### src/rtl/ddrc_apb_cfg_master_if.sv
// APB user-port bundle between the DDRC configuration master and the DDRC
// reset controller's user APB port.
//   master modport : drives psel/penable/pwrite/paddr/pwdata, samples prdata/pready
//   slave modport  : the mirror image, for the responding side
interface ddrc_apb_cfg_master_if;
    logic        user_psel;
    logic        user_penable;
    logic        user_pwrite;
    logic [11:0] user_paddr;
    logic [31:0] user_pwdata;
    logic [31:0] user_prdata;
    logic        user_pready;

    modport master (
        output user_psel, user_penable, user_pwrite, user_paddr, user_pwdata,
        input  user_prdata, user_pready
    );

    modport slave (
        input  user_psel, user_penable, user_pwrite, user_paddr, user_pwdata,
        output user_prdata, user_pready
    );
endinterface

### src/rtl/ddrc_apb_cfg_master.sv
// Single-outstanding APB master that turns host config requests into APB
// transfers on the DDRC user port, with an ACCESS-phase timeout.
//
// Ports:
//   pclk, resetn         clock, async active-low reset
//   ddr_init_done        gates acceptance of new host requests
//   req_valid/req_ready  host request handshake; req_write/req_addr/req_wdata payload
//   rsp_valid            one-cycle response strobe; rsp_rdata/rsp_err hold until next response
//   busy                 high whenever a transfer is in flight
//   err_cnt              saturating count of timed-out transfers
//   apb                  APB master side (psel/penable/pwrite/paddr/pwdata, prdata/pready)
//
// state  | meaning
// IDLE   | waiting for a host request (ready while ddr_init_done)
// SETUP  | APB setup phase, one cycle
// ACCESS | APB access phase, waits for pready or timeout
// RESP   | one-cycle response strobe back to host
module ddrc_apb_cfg_master #(
    parameter logic [7:0]  TIMEOUT_CYCLES = 8'd255,
    parameter int unsigned ERR_CNT_W      = 8
) (
    input  logic                 pclk,
    input  logic                 resetn,
    input  logic                 ddr_init_done,
    input  logic                 req_valid,
    output logic                 req_ready,
    input  logic                 req_write,
    input  logic [11:0]          req_addr,
    input  logic [31:0]          req_wdata,
    output logic                 rsp_valid,
    output logic [31:0]          rsp_rdata,
    output logic                 rsp_err,
    output logic                 busy,
    output logic [ERR_CNT_W-1:0] err_cnt,
    ddrc_apb_cfg_master_if.master apb
);

    typedef enum logic [1:0] {IDLE, SETUP, ACCESS, RESP} state_t;

    localparam logic [7:0] WAIT_LAST = TIMEOUT_CYCLES - 8'd1;

    state_t     state;
    logic [7:0] wait_cnt;
    logic       idle_rdy;

    // idle_rdy is registered so req_ready is 0 in reset and in the first
    // cycle after release; ddr_init_done gates it without a cycle of lag.
    assign req_ready = idle_rdy & ddr_init_done;

    always_ff @(posedge pclk or negedge resetn) begin
        if (!resetn) begin
            state            <= IDLE;
            idle_rdy         <= 1'b0;
            rsp_valid        <= 1'b0;
            rsp_rdata        <= '0;
            rsp_err          <= 1'b0;
            busy             <= 1'b0;
            err_cnt          <= '0;
            wait_cnt         <= '0;
            apb.user_psel    <= 1'b0;
            apb.user_penable <= 1'b0;
            apb.user_pwrite  <= 1'b0;
            apb.user_paddr   <= '0;
            apb.user_pwdata  <= '0;
        end else begin
            rsp_valid <= 1'b0;
            case (state)
                IDLE: begin
                    if (req_valid && req_ready) begin
                        state           <= SETUP;
                        idle_rdy        <= 1'b0;
                        busy            <= 1'b1;
                        wait_cnt        <= '0;
                        apb.user_psel   <= 1'b1;
                        apb.user_pwrite <= req_write;
                        apb.user_paddr  <= req_addr;
                        apb.user_pwdata <= req_wdata;
                    end else begin
                        idle_rdy <= 1'b1;
                    end
                end
                SETUP: begin
                    state            <= ACCESS;
                    apb.user_penable <= 1'b1;
                end
                ACCESS: begin
                    // pready wins over the timeout on the last allowed cycle
                    if (apb.user_pready) begin
                        state            <= RESP;
                        rsp_valid        <= 1'b1;
                        rsp_err          <= 1'b0;
                        rsp_rdata        <= apb.user_pwrite ? 32'h0 : apb.user_prdata;
                        apb.user_psel    <= 1'b0;
                        apb.user_penable <= 1'b0;
                    end else begin
                        wait_cnt <= wait_cnt + 8'd1;
                        if (wait_cnt == WAIT_LAST) begin
                            state            <= RESP;
                            rsp_valid        <= 1'b1;
                            rsp_err          <= 1'b1;
                            rsp_rdata        <= '0;
                            apb.user_psel    <= 1'b0;
                            apb.user_penable <= 1'b0;
                            if (err_cnt != '1) begin
                                err_cnt <= err_cnt + 1'b1;
                            end
                        end
                    end
                end
                RESP: begin
                    state    <= IDLE;
                    busy     <= 1'b0;
                    idle_rdy <= 1'b1;
                end
                default: begin
                    state <= IDLE;
                end
            endcase
        end
    end

endmodule

### src/flat_wrapper.sv
// flat-port wrapper written by rule: the top's interface ports become plain ports
module ddrc_apb_cfg_master_flat 
#(
    parameter logic [7:0]  TIMEOUT_CYCLES = 8'd255,
    parameter int unsigned ERR_CNT_W      = 8
)
  (pclk, resetn, ddr_init_done, req_valid, req_ready, req_write, req_addr, req_wdata, rsp_valid, rsp_rdata, rsp_err, busy, err_cnt, apb_user_psel, apb_user_penable, apb_user_pwrite, apb_user_paddr, apb_user_pwdata, apb_user_prdata, apb_user_pready);
  ddrc_apb_cfg_master_if apb_i ();
  input  logic pclk;
  input  logic resetn;
  input  logic ddr_init_done;
  input  logic req_valid;
  output logic req_ready;
  input  logic req_write;
  input  logic [11:0] req_addr;
  input  logic [31:0] req_wdata;
  output logic rsp_valid;
  output logic [31:0] rsp_rdata;
  output logic rsp_err;
  output logic busy;
  output logic [ERR_CNT_W-1:0] err_cnt;
  output wire logic [$bits(apb_i.user_psel)-1:0] apb_user_psel;
  output wire logic [$bits(apb_i.user_penable)-1:0] apb_user_penable;
  output wire logic [$bits(apb_i.user_pwrite)-1:0] apb_user_pwrite;
  output wire logic [$bits(apb_i.user_paddr)-1:0] apb_user_paddr;
  output wire logic [$bits(apb_i.user_pwdata)-1:0] apb_user_pwdata;
  input wire logic [$bits(apb_i.user_prdata)-1:0] apb_user_prdata;
  input wire logic [$bits(apb_i.user_pready)-1:0] apb_user_pready;
  assign apb_user_psel = apb_i.user_psel;
  assign apb_user_penable = apb_i.user_penable;
  assign apb_user_pwrite = apb_i.user_pwrite;
  assign apb_user_paddr = apb_i.user_paddr;
  assign apb_user_pwdata = apb_i.user_pwdata;
  assign apb_i.user_prdata = apb_user_prdata;
  assign apb_i.user_pready = apb_user_pready;
  ddrc_apb_cfg_master #(.TIMEOUT_CYCLES(TIMEOUT_CYCLES), .ERR_CNT_W(ERR_CNT_W)) u_core (.pclk(pclk), .resetn(resetn), .ddr_init_done(ddr_init_done), .req_valid(req_valid), .req_ready(req_ready), .req_write(req_write), .req_addr(req_addr), .req_wdata(req_wdata), .rsp_valid(rsp_valid), .rsp_rdata(rsp_rdata), .rsp_err(rsp_err), .busy(busy), .err_cnt(err_cnt), .apb(apb_i));
endmodule
### config.mk
export PLATFORM = sky130hd
export DESIGN_NAME = ddrc_apb_cfg_master_flat
export DESIGN_NICKNAME = d
export VERILOG_FILES = /design/src/rtl/ddrc_apb_cfg_master_if.sv /design/src/rtl/ddrc_apb_cfg_master.sv /design/src/flat_wrapper.sv
export SDC_FILE = /design/constraint.sdc
export NUM_CORES = 1
export LEC_CHECK = 0
export ABC_AREA = 1
export BUFFER_PORTS_ARGS = -buffer_cell sky130_fd_sc_hd__buf_4
export CAP_MARGIN = 5
export CORE_MARGIN = 3
export CORE_UTILIZATION = 45
export CTS_BUF_LIST = sky130_fd_sc_hd__clkbuf_8
export CTS_CLUSTER_SIZE = 20
export DETAILED_ROUTE_END_ITERATION = 10
export HOLD_SLACK_MARGIN = 0.03
export PLACE_DENSITY_LB_ADDON = 0.2
export SLEW_MARGIN = 25
export SYNTH_ARGS = -nofsm -noshare
export SYNTH_HDL_FRONTEND = slang
export SYNTH_SLANG_ARGS = --single-unit
### constraint.sdc
create_clock -name pclk -period 1.5 [get_ports pclk]
set_clock_uncertainty 0.15 [all_clocks]
set_input_delay 0.075 -clock pclk [delete_from_list [all_inputs] [get_ports pclk]]
set_output_delay 0.075 -clock pclk [all_outputs]
set_load 0.01 [all_outputs]
==> impl_metrics.ini <==
[sta]
relSlewSlack_pct = 70.5
tightestPinTransition_ps = 442
fmax_mhz = 637
finalCritPeriodShare_pct = 105
fin_crit_ps = 1570
hold_viol_final = 0
hold_slack_ps = 20.4
drv_slew = 0
layout_setup_ws_ps = -70.5
setup_tns_ps = -1840
setup_viol = 50
rsz0062_at_grt = true

[detailed_routing]
drc_errors = 0
postRouteAntennaNets = 0
first_pass_iters = 7
post_drt_via_cell_ratio = 4.90
wl_mm = 14.3
first_iter_violations = 247
wl_per_cell_um = 15.3
vias = 4557

[synthesis]
ys_ff_latch = 101
yosysWarningCount = 0
syn_area_um2 = 4290
netlist_top_cells_area = dfrtp_1 59%, nand2_1 23%, nand3_1 5.4%, buf_2 1.7%, ha_1 1.7%
synth_largest_area_cell = dfrtp_1
yosysTopAreaCellShare_pct = 58.9
ys_seq_area_share_pct = 58.9
synthCells = 508
synth.distinct_cells = 26
syn_nets = 596
avgSynthCellArea_um2 = 8.45

[placed_design]
dp_hpwl_mm = 8.23
gp_congestion = 0.863
dp_slack_ps = -293
port_buffers = 172

[cells_and_area]
final_nets = 884
drive_above_1_share_pct = 36.0
diodes = 0
syn_to_final_growth_pct = 71.8
nFillCells = 535
final_cell_mix = 242 x nand2_1, 199 x buf_4, 101 x dfrtp_1
layout_commonest_cell = nand2_1

[global_route]
grt.met3_usage_pct = 6.23
antenna_found_initial = 0
grt_max_degree = 35
grt-busiest-layer = met2
grt_overflow = 0
grt_first_pass_wirelength_mm = 23.0
use_met2_pct = 43.6
grt_use_met1_pct = 31.4
grtUsageTotal_pct = 26.0
grt_pass1_vias = 4780

[clock_tree]
cts_buffers = 9
path_clk_slew_ps = 110
htree_levels = 3
clock_path_buffers = 2
clkSinkCount = 101
insertion_delay_ps = 360
cts_tree = yes
cts-root-buf = clkbuf_8

[run_status]
violations = setup timing
outcome = finished with violations

[setup_path]
crit_required_ps = 1610
worst-setup-path-type = flop to flop
startpoint_type = flop
arrival_ps = 1680
end_kind = flop
crit_path_max_fanout = 11

[floorplan]
die-area_um2 = 10700
die_y_um = 104
fp.dieW_um = 104
start_util_pct = 46.4
num_io_pins = 173
core_area_um2 = 9240
fp-row-count = 35

[pwr]
internal_power_mw = 7.15
leakage_nw = 3.97
pwr-share-comb_pct = 46.7
ir_worst_vdd_mv = 1.02
switching_power_mw = 4.42
powerDensity_nw_per_um2 = 1570
seq_power_share_pct = 39.1
clkPwrFrac_pct = 14.2
p_sw_share_pct = 38.2

[min_path]
holdCritPathClass = primary input to asynchronous set/reset pin

[run]
maxCapViolations = 0
==> state kept, by name, summed over array words and instances, names as in the netlist, 2 cells and up <==
name and count:
u_core.apb.user_paddr 12, u_core.apb.user_pwdata 32, u_core.err_cnt 8, u_core.rsp_rdata 32, u_core.state 2, u_core.wait_cnt 8
==> layout make-up <==
class | instances | area [um2] | area share [%]
well taps | 129 | 161 | 2.19
multi-input cells | 367 | 1810 | 24.5
clock inverters | 7 | 55.1 | 0.747
flip-flops and latches | 101 | 2530 | 34.3
repair buffers | 297 | 2610 | 35.4
clock buffers | 9 | 124 | 1.68
inverters | 20 | 87.6 | 1.19
==> path summary, 6_finish.rpt <==
kind	slack (ps)	depth (start not counted)	endpoint	start
max	-70	8	u_core.apb.user_pwdata[6]	u_core.state[1]
min	20	2	u_core.err_cnt[7]	resetn
max reg2reg	-70	8	u_core.apb.user_pwdata[6]	u_core.state[1]
min reg2reg	340	2	u_core.apb.user_pwdata[7]	u_core.apb.user_pwdata[7]
max in group asynchronous	620	3	u_core.state[1]	resetn
min in group pclk	300	4	u_core.apb.user_pwdata[21]	req_wdata[21]
==> per-layer routing <==
layer  wire, um  share of wire (%)
met5          0                  0
met4        471                3.3
met3        984                6.9
met2       7220                 51
met1       5570                 39
==> through the flow <==
stage	instance area, um2	cells	power [mW]	util, %
finish	7370	930	11.6	79.8
CTS	7150	927	11.2	77.3
floorplan	4300	508	6.50	-
detailed placement	5970	824	9.10	64.6
global route	7370	930	12.3	79.8
global placement	5970	824	8.97	64.6
==> synth_stat cells, drive strengths merged <==
cell      n
clkbuf    1
a31oi     1
o21ai     8
nand4     1
xnor2     1
inv      20
xor2      3
nor3      1
buf      19
nand2   269
o21bai    1
ha        6
nand3b    3
nor2     20
dfrtp   101
nand3    48
a21boi    1
a21oi     4
==> critical path, cell delays in order (launching register included) <==
cell and delay [ps]:
dfrtp_1 450, inv_2 70, ha_4 180, nand4_1 80, buf_6 170, inv_8 70, buf_16 150, nand2_2 70
nand2_1 70
==> cell families after synthesis <==
family,Yosys count,synth area share [%]
buffers and inverters,40,4.20
AOI/OAI and AO/OA,15,1.90
xor gates and xnor gates,4,0.817
and+or+nand+nor,342,32.4
DFF,101,58.9
adders and majority gates,6,1.75
==> power groups by stage <==
stage	Sequential, mW	Combinational [mW]	Clock [mW]
after floorplan	4.89	1.61	0
final	4.52	5.40	1.65
after CTS	4.48	5.07	1.68
after detailed placement	4.48	4.62	0
after global routing	4.66	5.89	1.79
after global placement	4.48	4.49	0
==> timing repair <==
| action | in CTS | in global routing |
|---|---|---|
| hold buffers | 81 | 0 |
| endpoints found under the hold margin | 180 | 0 |
| cloned | 2 | 2 |
| resized for setup | 30 | 49 |
| buffers inserted | 4 | 1 |
| setup endpoints to repair | 98 | 95 |
| pin swaps | 5 | 15 |
No activity file was read; power rests on OpenSTA's default activity.
